## src/rtl/hdlc_rx_framer.sv

```systemverilog
// HDLC receive framer: flag/abort detection, zero-bit removal and LSB-first byte assembly.
// Line bits are judged as they leave an 8-bit window, so flag and abort bits are never taken as data.
module hdlc_rx_framer (
    input  logic       Clk,
    input  logic       Rst,
    input  logic       Rx,
    input  logic       Rx_Enable,
    output logic       Rx_FlagDetect,
    output logic       Rx_AbortDetect,
    output logic       Rx_ValidFrame,
    output logic       Rx_AbortSignal,
    output logic [7:0] Rx_Data,
    output logic       Rx_NewByte,
    output logic       Rx_EoF,
    output logic       Rx_FrameError
);

    typedef enum logic [1:0] {IDLE, OPEN_EMPTY, OPEN_DATA} state_t;

    state_t      state, stateNext;
    logic        rx_p0;
    logic [7:0]  window_p0;
    logic [2:0]  skipCnt, skipCntNext;
    logic [2:0]  onesCnt, onesCntNext;
    logic [2:0]  bitCnt, bitCntNext;
    logic [7:0]  shiftReg, shiftRegNext;
    logic        isFlag, isAbort, dataBit;
    logic        byteDone, closeFrame, closeErr, closeAbort;
    logic        vld_p1, close_p1, closeErr_p1, closeAbort_p1;
    logic [7:0]  byte_p1;

    assign isFlag  = (window_p0 == 8'h7E);
    assign isAbort = (window_p0 == 8'h7F);
    assign dataBit = window_p0[7];

    always_comb begin
        stateNext    = state;
        skipCntNext  = skipCnt;
        onesCntNext  = onesCnt;
        bitCntNext   = bitCnt;
        shiftRegNext = shiftReg;
        byteDone     = 1'b0;
        closeFrame   = 1'b0;
        closeErr     = 1'b0;
        closeAbort   = 1'b0;
        case (state)
            IDLE: begin
                if (isFlag && Rx_Enable) begin
                    stateNext   = OPEN_EMPTY;
                    skipCntNext = 3'd7;
                    onesCntNext = 3'd0;
                    bitCntNext  = 3'd0;
                end
            end
            default: begin
                if (isFlag) begin
                    if (state == OPEN_DATA) begin
                        stateNext  = IDLE;
                        closeFrame = 1'b1;
                        closeErr   = (bitCnt != 3'd0);
                    end else begin
                        // The remaining seven flag bits still have to drain out of the window.
                        skipCntNext = 3'd7;
                    end
                    onesCntNext = 3'd0;
                    bitCntNext  = 3'd0;
                end else if (isAbort) begin
                    stateNext   = IDLE;
                    closeFrame  = 1'b1;
                    closeErr    = 1'b1;
                    closeAbort  = 1'b1;
                    onesCntNext = 3'd0;
                    bitCntNext  = 3'd0;
                end else if (skipCnt != 3'd0) begin
                    skipCntNext = skipCnt - 3'd1;
                end else if (onesCnt == 3'd5 && !dataBit) begin
                    onesCntNext = 3'd0;
                end else begin
                    stateNext    = OPEN_DATA;
                    shiftRegNext = {dataBit, shiftReg[7:1]};
                    bitCntNext   = bitCnt + 3'd1;
                    byteDone     = (bitCnt == 3'd7);
                    if (!dataBit)
                        onesCntNext = 3'd0;
                    else if (onesCnt != 3'd7)
                        onesCntNext = onesCnt + 3'd1;
                end
            end
        endcase
    end

    always_ff @(posedge Clk or posedge Rst) begin
        if (Rst) begin
            state          <= IDLE;
            rx_p0          <= 1'b1;
            window_p0      <= 8'hFF;
            skipCnt        <= 3'd0;
            onesCnt        <= 3'd0;
            bitCnt         <= 3'd0;
            Rx_FlagDetect  <= 1'b0;
            Rx_AbortDetect <= 1'b0;
            vld_p1         <= 1'b0;
            close_p1       <= 1'b0;
            closeErr_p1    <= 1'b0;
            closeAbort_p1  <= 1'b0;
            Rx_ValidFrame  <= 1'b0;
            Rx_NewByte     <= 1'b0;
            Rx_Data        <= 8'h00;
            Rx_EoF         <= 1'b0;
            Rx_FrameError  <= 1'b0;
            Rx_AbortSignal <= 1'b0;
        end else begin
            // p0: line sample and detection window
            rx_p0          <= Rx;
            window_p0      <= {window_p0[6:0], rx_p0};
            state          <= stateNext;
            skipCnt        <= skipCntNext;
            onesCnt        <= onesCntNext;
            bitCnt         <= bitCntNext;
            // p1: registered detection and frame events
            Rx_FlagDetect  <= isFlag;
            Rx_AbortDetect <= isAbort;
            vld_p1         <= byteDone;
            close_p1       <= closeFrame;
            closeErr_p1    <= closeErr;
            closeAbort_p1  <= closeAbort;
            // p2: frame status and byte outputs
            Rx_ValidFrame  <= (state != IDLE);
            Rx_NewByte     <= vld_p1;
            if (vld_p1)
                Rx_Data <= byte_p1;
            Rx_EoF         <= close_p1;
            Rx_FrameError  <= close_p1 & closeErr_p1;
            Rx_AbortSignal <= close_p1 & closeAbort_p1;
        end
    end

    always_ff @(posedge Clk) begin
        shiftReg <= shiftRegNext;
        byte_p1  <= shiftRegNext;
    end

endmodule

```

## config.mk

```make
export PLATFORM = sky130hd
export DESIGN_NAME = hdlc_rx_framer
export DESIGN_NICKNAME = d
export VERILOG_FILES = /design/src/rtl/hdlc_rx_framer.sv
export SDC_FILE = /design/constraint.sdc
export NUM_CORES = 1
export LEC_CHECK = 0
export CORE_ASPECT_RATIO = 1.75
export CORE_UTILIZATION = 50
export DETAILED_ROUTE_END_ITERATION = 16
export GPL_ROUTABILITY_DRIVEN = 0
export MAX_ROUTING_LAYER = met4
export PLACE_DENSITY = 0.72
export SETUP_SLACK_MARGIN = 0.4
export SYNTH_ARGS = -nofsm -noshare
export SYNTH_HDL_FRONTEND = slang
export SYNTH_SLANG_ARGS = --single-unit
```

## constraint.sdc

```tcl
create_clock -name Clk -period 2.05 [get_ports Clk]
set_input_delay 0.5125 -clock Clk [delete_from_list [all_inputs] [get_ports Clk]]
set_output_delay 0.5125 -clock Clk [all_outputs]
set_load 0.02 [all_outputs]
```

; After elaboration in Yosys (flattened, before gate mapping)
; Index checks and enable logic that the tools add are counted.
[word_totals]
register_bits = 47
latch_bits = 0
mem_bits_rw = 0
rom_bits = 0
input_bits = 4
output_inout_bits = 15
wordCells = 95
mem_count = 0
[op_classes]
addsub = 3
multipliers = 0
div = 0
order_cmp = 0
n_eq_ne = 13
shift = 0
mux = 40
bitwise = 7
n_reduce_logical = 13
[op_table]
columns = operator, count
row1 = 2-to-1 mux 3 bit, 19
row2 = "== test 8 x 7 -> 1 bit, second input constant", 2
row3 = 2-to-1 mux 1 bit, 14
row4 = 2-to-1 mux 2 bit, 7
row5 = nonzero test 3 bit, 3
row6 = "!= test 4 x 3 -> 1 bit, second input constant", 2
row7 = AND reduction 4 bit, 2
row8 = "adder 3 x 1 -> 3 bit, second input constant", 2
row9 = "== test 3 bit, second input constant", 2
row10 = "!= test 3 x 2 -> 1 bit, second input constant", 2
row11 = "!= test 6 x 1 -> 1 bit, second input constant", 1
row12 = AND reduction 3 bit, 2
row13 = NOT 1 bit, 5
row14 = AND reduction 5 bit, 1
row15 = "!= test 3 x 1 -> 1 bit, second input constant", 1
row16 = "!= test 3 bit, second input constant", 1
row17 = "subtractor 3 x 1 -> 3 bit, second input constant", 1
row18 = AND 1 bit, 2
row19 = "== test 2 bit, second input constant", 1
row20 = logical AND 1 bit, 2
row21 = logical NOT 2 bit, 1
row22 = "!= test 2 bit, second input constant", 1
row23 = nonzero test 2 bit, 1
row24 = logical NOT 1 bit, 1

; Depth between registers and ports, before layout
; Gate-level depths: netlist of the first run.
[logic_depth]
depth_word = 8
ltp_mapped = 6
mapped_depth_nobuf = 6

; Worst setup path after synthesis of the first run
; OpenSTA, ideal clock, no wires.
[synth_path]
kind = register to register
startpoint = reg skipCnt[0]
endpoint = reg byte_p1[0], enable pin
setup_time_ns = 0.377
arrival_time_ns = 1.447
required_ns = 1.673
setup_slack_ns = 0.226
path_stages_with_launch = 6
n_path_buf = 0
synth_period_minus_slack_ns = 1.824
cell_sequence = dfrtp_1 -> inv_1 -> ha_1 -> nor2b_1 -> o21ai_0 -> nor3_2
[synth_between]
elab_chain_cells = 3
[synth_lines]
columns = element, line
row1 = "start, declared", 23  ; logic [2:0] skipCnt, skipCntNext;
row2 = "start signal, assigned", 117  ; skipCnt <= skipCntNext;
row3 = nonzero test 3 bit, 74  ; end else if (skipCnt != 3'd0) begin
row4 = NOT 1 bit (no source line), n/a
row5 = AND reduction 5 bit (no source line), n/a
row6 = "end signal, assigned", 140  ; byte_p1 <= shiftRegNext;
row7 = "end, declared", 30  ; logic [7:0] byte_p1;
; Every way passes these cells.
; A chain may end at the register's enable or synchronous reset.

; Final worst setup path of the first run
[layout_path]
startpoint = reg window_p0[5]
endpoint = reg onesCnt[0]
[layout_between]
elab_chain_cells = 4
elab_cells_between_ends = 10
cone_classes = eq/ne (5) / mux (3) / reduce/logical (2)
[layout_lines]
columns = element, line
row1 = "start, declared", 22  ; logic [7:0] window_p0;
row2 = "start signal, assigned", 115  ; window_p0 <= {window_p0[6:0], rx_p0};
row3 = == test 8 x 7 -> 1 bit (on tied branches), "32, 33"
row4 = logical AND 1 bit or 2-to-1 mux 3 bit (tied branches), "48, 67"
row5 = != test 2 bit (no source line) or 2-to-1 mux 3 bit (tied branches), n/a
row6 = AND reduction 3 bit (no source line) or 2-to-1 mux 3 bit (tied branches), n/a
row7 = "end signal, assigned", 118  ; onesCnt <= onesCntNext;
row8 = "end, declared", 24  ; logic [2:0] onesCnt, onesCntNext;
; Parallel ways exist; a longest one is shown, timed or not.

==> results of run 1 <==
-- logic make-up (layout without fill, tap and decap cells) --
kind of cell,count (synthesis),count (layout),synth area share
flops,47,47,0.661
simple gates,29,29,0.0991
compound gates,21,21,0.0809
mux,13,13,0.0782
buf+inv,13,46,0.0263
fa+ha+maj,8,8,0.0539
-- stage by stage --
stage	std cells	power (mW)	area (um2)	worst slack, ns
after CTS	204	2.33	2220	0.427
after detailed placement	196	1.80	2140	0.161
final	209	2.39	2290	0.413
after floorplan	131	1.62	1870	0.433
after global routing	209	2.54	2290	0.332
after global placement	196	1.76	2140	0.185
-- repair_timing --
action,CTS,global route
gates cloned,0,1
resized for setup,19,10
endpoints found under the setup margin,29,14
buffers inserted,0,4
-- layer usage --
metal / global-route usage / vias up / part of all wire
li1: - / 520 / -
met5: - / - / 0
met1: 0.203 / 557 / 0.40
met3: 0.0478 / 8 / 0.029
met2: 0.309 / 30 / 0.55
met4: 0.100 / 0 / 0.020
-- cell usage after synthesis --
master | n | share of area
a21oi_1 | 5 | 0.013
a22oi_1 | 1 | 0.0040
a22o_2 | 2 | 0.011
nor3_1 | 2 | 0.0054
and2_1 | 3 | 0.010
nor3_2 | 2 | 0.011
o2bb2ai_2 | 1 | 0.0081
nor2b_1 | 2 | 0.0067
or2b_1 | 2 | 0.0081
o221a_2 | 1 | 0.0061
o21ai_1 | 1 | 0.0027
inv_1 | 11 | 0.022
edfxtp_1 | 8 | 0.13
nand2_1 | 3 | 0.0061
mux2_4 | 1 | 0.0081
a211oi_1 | 1 | 0.0040
clkbuf_1 | 1 | 0.0020
nor2_1 | 7 | 0.014
mux2i_1 | 4 | 0.022
nor4_1 | 1 | 0.0034
mux2_2 | 8 | 0.049
nor4b_1 | 1 | 0.0047
inv_2 | 1 | 0.0020
or2_4 | 1 | 0.0047
dfstp_2 | 9 | 0.13
a21o_1 | 1 | 0.0040
a22o_1 | 1 | 0.0047
o21ai_0 | 4 | 0.011
nand3_1 | 2 | 0.0054
dfrtp_1 | 30 | 0.40
nor2_2 | 1 | 0.0034
nand2b_1 | 1 | 0.0034
o31ai_1 | 3 | 0.012
nand4b_4 | 1 | 0.013
ha_1 | 8 | 0.054
-- flip-flops by register name, indices dropped and copies added (netlist names), 2 cells and up --
signal,cells
Rx_Data,8
byte_p1,8
window_p0,8
bitCnt,3
onesCnt,3
skipCnt,3
state,2
-- how the worst max path moves through the flow --
stage          cells after the start         end          from
6_report                           4  onesCnt[0]  window_p0[5]
5_1_grt                            4  onesCnt[0]  window_p0[6]
4_1_cts                            6  byte_p1[4]    skipCnt[0]
3_5_place_dp                       5   bitCnt[0]     Rx_Enable
3_3_place_gp                       5   bitCnt[0]     Rx_Enable
2_1_floorplan                      5  byte_p1[0]    skipCnt[0]
-- where the power goes --
group	internal, mW	leakage, nW	switching [mW]
Clock	0.238	0.0412	0.286
Sequential	1.10	0.564	0.126
Combinational	0.296	0.508	0.346
-- final cells by class --
cell class / count / share of cell area
repair buffers: 26 / 0.106
clock inverters: 2 / 0.00547
well taps: 45 / 0.0246
multi-input cells: 71 / 0.276
inverters: 12 / 0.0197
flip-flops and latches: 47 / 0.537
clock buffers: 6 / 0.0317
==> results.json, run 1 <==
{
  "status": "completed",
  "dieArea_um2": 3970,
  "path_max_fanout": 7,
  "worst_pin_slew_ns": 0.543,
  "min_from": "rx_p0",
  "cts_made_buffers": 5,
  "clk_pin_slew_ns": 0.08,
  "hpwl_mm": 2.23,
  "fin_crit_ns": 1.64,
  "worst_ir_drop_vdd_mv": 0.668,
  "avgRoutedWirePerCell_um": 15.4,
  "ioPinCount": 19,
  "fin_tns_setup_ns": 0,
  "hold_violations": 0,
  "synth-seq-cells": 47,
  "syn_area_per_cell_um2": 14.2,
  "r2r_slack_ns": 0.41,
  "maxCapViolations": 0,
  "synth-seq-area-share": 0.661,
  "p_leak_nw": 1.11,
  "power_density_nw_per_um2": 1040,
  "portBuffers": 18,
  "synth_cell_types": 35,
  "drt-total-wl_mm": 3.22,
  "crit_chain": "nand4b_4 -> or2_4 -> o31ai_1 -> mux2i_1",
  "start_util": 0.535,
  "clk_path_buf_depth": 2,
  "grt.overflow.total": 0,
  "first_global_vias": 1128,
  "cts_hold_buf": 0,
  "slew_viol_final": 0,
  "vias": 1115,
  "numClockSinks": 47,
  "hold_slack_ns": 0.361,
  "hp-class": "reg2reg",
  "layout_common_cells": "dfrtp_1 (30), dlygate4sd2_1 (15), inv_1 (9), dfstp_2 (9)",
  "h-tree-depth": 2,
  "arrival_ns": 1.81,
  "register_area_um2": 1230,
  "synth_warnings": 0,
  "max_stage_delay_ns": 0.56,
  "crit_type": "reg2reg",
  "multi_input_area_um2": 631,
  "grt_pass1_wl_mm": 5.02,
  "critPathTopFamily": "flip-flops",
  "num_antenna_cells": 0,
  "fin_crit_sh": 0.799,
  "layout-drive-gt1-share": 0.317,
  "route.detailed.drc": 0,
  "ff2ff_path_depth": 4,
  "die_w_um": 48.1,
  "maxSlewHeadroom": 0.638,
  "synth_area_um2": 1860,
  "crit_path_end_kind": "register",
  "nets": 175,
  "cts_tree": "done",
  "r2r-start": "window_p0[5]",
  "dr.first_iter.drc_count": 41,
  "critPathLaunchType": "register",
  "cp_num_buf_inv": 0,
  "fill_cells": 260,
  "layout_commonest_cell": "dfrtp_1",
  "fmax_mhz": 611,
  "die_h_um": 82.6,
  "setup_viol": 0,
  "min_to": "window_p0[0]",
  "cts_root_buffer": "clkbuf_8",
  "via_per_inst": 5.33,
  "grt_max_degree": 27,
  "fin_skew_ns": 0.00589,
  "r2r-end": "onesCnt[0]",
  "rsz0062_at_grt": "true",
  "crit_required_ns": 2.22,
  "coreArea_um2": 3470,
  "cp_slowest_cell": "dfstp_2",
  "antenna_found_initial": 0,
  "first_pass_iters": 4,
  "clk_latency_ns": 0.29,
  "ant_nets": 0,
  "syn2layout_area_growth_pct": 23.2,
  "final_util": 0.659,
  "grt_usage": 0.190,
  "worstHoldPathCells": 0,
  "syn_inst": 131,
  "rows": 28,
  "syn_nets": 143
}
Note: power is estimated with default switching activity, not from simulation.
==> inputs of run 2 (changes only) <==
==> constraint.sdc (replaced) <==
create_clock -name Clk -period 1.62 [get_ports Clk]
set_input_delay 0.405 -clock Clk [delete_from_list [all_inputs] [get_ports Clk]]
set_output_delay 0.405 -clock Clk [all_outputs]
set_load 0.02 [all_outputs]
==> results.json, run 2 (same netlist as run 1, synthesis figures left out) <==
{
  "status": "completed",
  "num_antenna_cells": 0,
  "final_area_um2": 2770,
  "worst_ir_drop_vdd_mv": 1.60,
  "nets": 196,
  "r2r_slack_ns": 0.02,
  "grt_max_degree": 16,
  "arrival_ns": 1.63,
  "coreArea_um2": 3470,
  "crit_path_end_kind": "register",
  "fin_crit_sh": 0.985,
  "fill_cells": 185,
  "hold_slack_ns": 0.364,
  "power_mw": 3.82,
  "clk_path_buf_depth": 2,
  "drt-total-wl_mm": 4.10,
  "worstHoldPathCells": 0,
  "via_per_inst": 5.39,
  "setup_viol": 0,
  "layout_common_cells": "dfrtp_1 (29), buf_6 (22), buf_4 (17), dfstp_2 (9)",
  "fmax_mhz": 627,
  "worst_pin_slew_ns": 0.359,
  "layout-drive-gt1-share": 0.568,
  "p_leak_nw": 1.28,
  "crit_required_ns": 1.65,
  "hold_violations": 0,
  "start_util": 0.535,
  "first_global_vias": 1356,
  "ant_nets": 0,
  "ioPinCount": 19,
  "critPathLaunchType": "register",
  "clk_pin_slew_ns": 0.08,
  "layout_commonest_cell": "dfrtp_1",
  "dr.first_iter.drc_count": 26,
  "grt_usage": 0.244,
  "cts_made_buffers": 5,
  "power_density_nw_per_um2": 1380,
  "cts_tree": "done",
  "rsz0062_at_grt": "true",
  "cts_root_buffer": "clkbuf_8",
  "dpl_cell_area_um2": 2280,
  "syn2layout_area_growth_pct": 49.2,
  "ff2ff_path_depth": 7,
  "avgRoutedWirePerCell_um": 17.8,
  "numClockSinks": 47,
  "portBuffers": 18,
  "vias": 1239,
  "clk_latency_ns": 0.30,
  "hp-class": "reg2reg",
  "maxSlewHeadroom": 0.761,
  "rows": 28,
  "antenna_found_initial": 0,
  "fin_crit_ns": 1.60,
  "cts_hold_buf": 0,
  "fin_skew_ns": 0.0113,
  "first_pass_iters": 4,
  "hpwl_mm": 2.39,
  "grt_pass1_wl_mm": 6.40,
  "crit_type": "reg2reg",
  "grt.overflow.total": 0,
  "die_w_um": 48.1,
  "route.detailed.drc": 0,
  "top_regs": "Rx_Data (8), byte_p1 (8), window_p0 (8)",
  "h-tree-depth": 2,
  "path_max_fanout": 5,
  "maxCapViolations": 0,
  "dieArea_um2": 3970,
  "slew_viol_final": 0,
  "die_h_um": 82.6
}
==> run 2: cell types whose count changed in the layout (fill, tap and decap cells not counted), sizes merged <==
| cell | change |
|---|---|
| dlygate4sd2 | -14 |
| clkdlybuf4s50 | -1 |
| clkinv | -1 |
| bufinv | +2 |
| buf | +36 |
| inv | -1 |
==> run 2: worst paths after layout <==
check | end | from
worst max-delay path | byte_p1[0] | skipCnt[0]
worst min-delay path | window_p0[0] | rx_p0
worst max register to register | byte_p1[0] | skipCnt[0]
worst min register to register | window_p0[0] | rx_p0
max in group asynchronous | window_p0[5] | Rst
min in group asynchronous | Rx_AbortSignal | Rst
==> run 2: critical path: stages (launching register included) <==
cell and delay (ns):
dfrtp_1 0.38, inv_2 0.08, ha_4 0.13, nor2b_4 0.19, o21ai_4 0.09, nor3_4 0.19
buf_6 0.15, buf_16 0.10
==> run 2: through the flow <==
| step | setup TNS, ns | worst slack (ns) | utilization | instances |
|---|---|---|---|---|
| after floorplan | 0 | 0.0709 | - | 131 |
| after global placement | -0.265 | -0.0993 | 0.656 | 202 |
| after detailed placement | -0.469 | -0.127 | 0.656 | 202 |
| after CTS | 0 | 0.0853 | 0.772 | 225 |
| after global routing | -0.167 | -0.0463 | 0.798 | 230 |
| final | 0 | 0.0241 | 0.798 | 230 |
==> run 2: area by class of cell <==
| class | count | area, um2 | share of cell area |
|---|---|---|---|
| Timing Repair Buffer | 47 | 512 | 0.185 |
| Clock inverter | 2 | 60.1 | 0.0217 |
| Clock buffer | 6 | 72.6 | 0.0262 |
| Tap cell | 45 | 56.3 | 0.0203 |
| Sequential cell | 47 | 1230 | 0.444 |
| Inverter | 12 | 48.8 | 0.0176 |
| Multi-Input combinational cell | 71 | 790 | 0.285 |
==> run 2: timing repair <==
action | in CTS | in global routing
gates resized for setup | 109 | 14
setup buffers | 14 | 5
cloned | 1 | 0
pin swaps | 14 | 4
setup endpoints to repair | 39 | 40
==> run 2: per-layer routing <==
layer	up-vias	track usage	share of wire
met1	641	0.241	0.36
met4	0	0.111	0.028
met3	12	0.0478	0.024
met5	-	-	0
met2	28	0.432	0.58
li1	558	-	-
==> run 2: power breakdown <==
| part | leakage, nW | internal, mW | switching, mW |
|---|---|---|---|
| sequential | 0.563 | 1.39 | 0.200 |
| clock | 0.0654 | 0.616 | 0.380 |
| combinational | 0.649 | 0.616 | 0.617 |
| total | 1.28 | 2.62 | 1.20 |
==> inputs of run 3 (changes only) <==
--- a/config.mk
+++ b/config.mk
@@ -9,7 +9,6 @@
 export CORE_UTILIZATION = 50
 export DETAILED_ROUTE_END_ITERATION = 16
 export GPL_ROUTABILITY_DRIVEN = 0
-export MAX_ROUTING_LAYER = met4
 export PLACE_DENSITY = 0.72
 export SETUP_SLACK_MARGIN = 0.4
 export SYNTH_ARGS = -nofsm -noshare
==> results.json, run 3 (same netlist as run 1, synthesis figures left out) <==
{
  "fin_crit_ns": 1.60,
  "p_leak_nw": 1.28,
  "rows": 28,
  "syn2layout_area_growth_pct": 49.2,
  "via_per_inst": 5.33,
  "die_w_um": 48.1,
  "fill_cells": 185,
  "path_max_fanout": 5,
  "nets": 196,
  "num_antenna_cells": 0,
  "rsz0062_at_grt": "true",
  "cp_slowest_cell": "dfrtp_1",
  "worst_pin_slew_ns": 0.359,
  "top_regs": "Rx_Data (8), byte_p1 (8), window_p0 (8)",
  "antenna_found_initial": 0,
  "dpl_cell_area_um2": 2280,
  "numClockSinks": 47,
  "slew_viol_final": 0,
  "crit_required_ns": 1.66,
  "grt_pass1_wl_mm": 6.40,
  "place_inst": 202,
  "grt.overflow.total": 0,
  "maxSlewHeadroom": 0.761,
  "cts_tree": "done",
  "cts_root_buffer": "clkbuf_8",
  "grt_usage": 0.237,
  "layout-drive-gt1-share": 0.568,
  "hp-class": "reg2reg",
  "fin_crit_sh": 0.985,
  "die_h_um": 82.6,
  "route.detailed.drc": 0,
  "portBuffers": 18,
  "vias": 1225,
  "layout_common_cells": "dfrtp_1 (29), buf_6 (22), buf_4 (17), dfstp_2 (9)",
  "crit_type": "reg2reg",
  "ant_nets": 0,
  "avgRoutedWirePerCell_um": 17.8,
  "setup_viol": 0,
  "drt-total-wl_mm": 4.09,
  "hold_slack_ns": 0.364,
  "maxCapViolations": 0,
  "arrival_ns": 1.63,
  "max_stage_delay_ns": 0.38,
  "worst_ir_drop_vdd_mv": 1.60,
  "dr.first_iter.drc_count": 34,
  "status": "completed",
  "layout_commonest_cell": "dfrtp_1",
  "clk_latency_ns": 0.31,
  "dieArea_um2": 3970,
  "fin_cells": 230,
  "final_area_um2": 2770,
  "coreArea_um2": 3470,
  "crit_chain": "inv_2 -> ha_4 -> nor2b_4 -> o21ai_4 -> nor3_4 -> buf_6 -> buf_16",
  "grt_max_degree": 16,
  "power_density_nw_per_um2": 1380,
  "clk_pin_slew_ns": 0.08,
  "first_global_vias": 1357,
  "first_pass_iters": 4,
  "ioPinCount": 19,
  "start_util": 0.535,
  "hpwl_mm": 2.39,
  "fmax_mhz": 627,
  "h-tree-depth": 2,
  "cts_made_buffers": 5,
  "fin_skew_ns": 0.0119,
  "critPathLaunchType": "register",
  "crit_path_end_kind": "register",
  "hold_violations": 0,
  "clk_path_buf_depth": 2
}
## run 3: cell counts in the layout (fill, tap and decap cells not counted)
No cell type changed its count.
## run 3: what timing repair did
item,CTS,global route
endpoints found under the hold margin,0,0
resized for setup,109,14
pin swaps,14,4
hold buffers,0,0
buffers inserted,14,5
gates cloned,1,0
endpoints found under the setup margin,39,40
## run 3: metrics by stage
stage / worst slack, ns / total power, mW / util / setup TNS [ns]
4_1_cts: 0.0853 / 3.68 / 0.772 / 0
2_1_floorplan: 0.0709 / 2.14 / - / 0
6_report: 0.0242 / 3.82 / 0.798 / 0
3_5_place_dp: -0.127 / 2.40 / 0.656 / -0.469
5_1_grt: -0.0463 / 4.01 / 0.798 / -0.167
3_3_place_gp: -0.0993 / 2.36 / 0.656 / -0.265
## run 3: worst max-delay path: cells and delay by family (launching register included)
family / cells / cell delay (ns)
AO/OA/AOI/OAI: 1 / 0.09
adder cells (fa/ha/maj): 1 / 0.13
buffers and inverters: 3 / 0.33
flip-flops: 1 / 0.38
AND/OR/NAND/NOR: 2 / 0.38
## run 3: power breakdown
group | switching (mW) | total [mW] | internal [mW]
sequential | 0.197 | 1.59 | 1.39
clock | 0.386 | 1.00 | 0.616
combinational | 0.615 | 1.23 | 0.616
## run 3: cell type report
cell class | instances | area [um2] | area share
Inverter | 12 | 48.8 | 0.0176
Clock buffer | 6 | 72.6 | 0.0262
Sequential cell | 47 | 1230 | 0.444
Tap cell | 45 | 56.3 | 0.0203
Clock inverter | 2 | 60.1 | 0.0217
Timing Repair Buffer | 47 | 512 | 0.185
Multi-Input combinational cell | 71 | 790 | 0.285
## run 3: path summary, 6_finish.rpt
path	start	end	slack [ns]	depth (start not counted)
max	skipCnt[0]	byte_p1[0]	0.02	7
min	rx_p0	window_p0[0]	0.36	0
max reg2reg	skipCnt[0]	byte_p1[0]	0.02	7
min reg2reg	rx_p0	window_p0[0]	0.36	0
max in group asynchronous	Rst	window_p0[5]	0.76	3
min in group asynchronous	Rst	Rx_AbortSignal	0.40	2
## run 3: per-layer routing
layer	routed length, um	vias to the layer above	track usage
met5	0	-	0
met4	113	0	0.111
met3	138	11	0.0478
met2	2390	35	0.432
met1	1450	622	0.241
li1	-	557	-
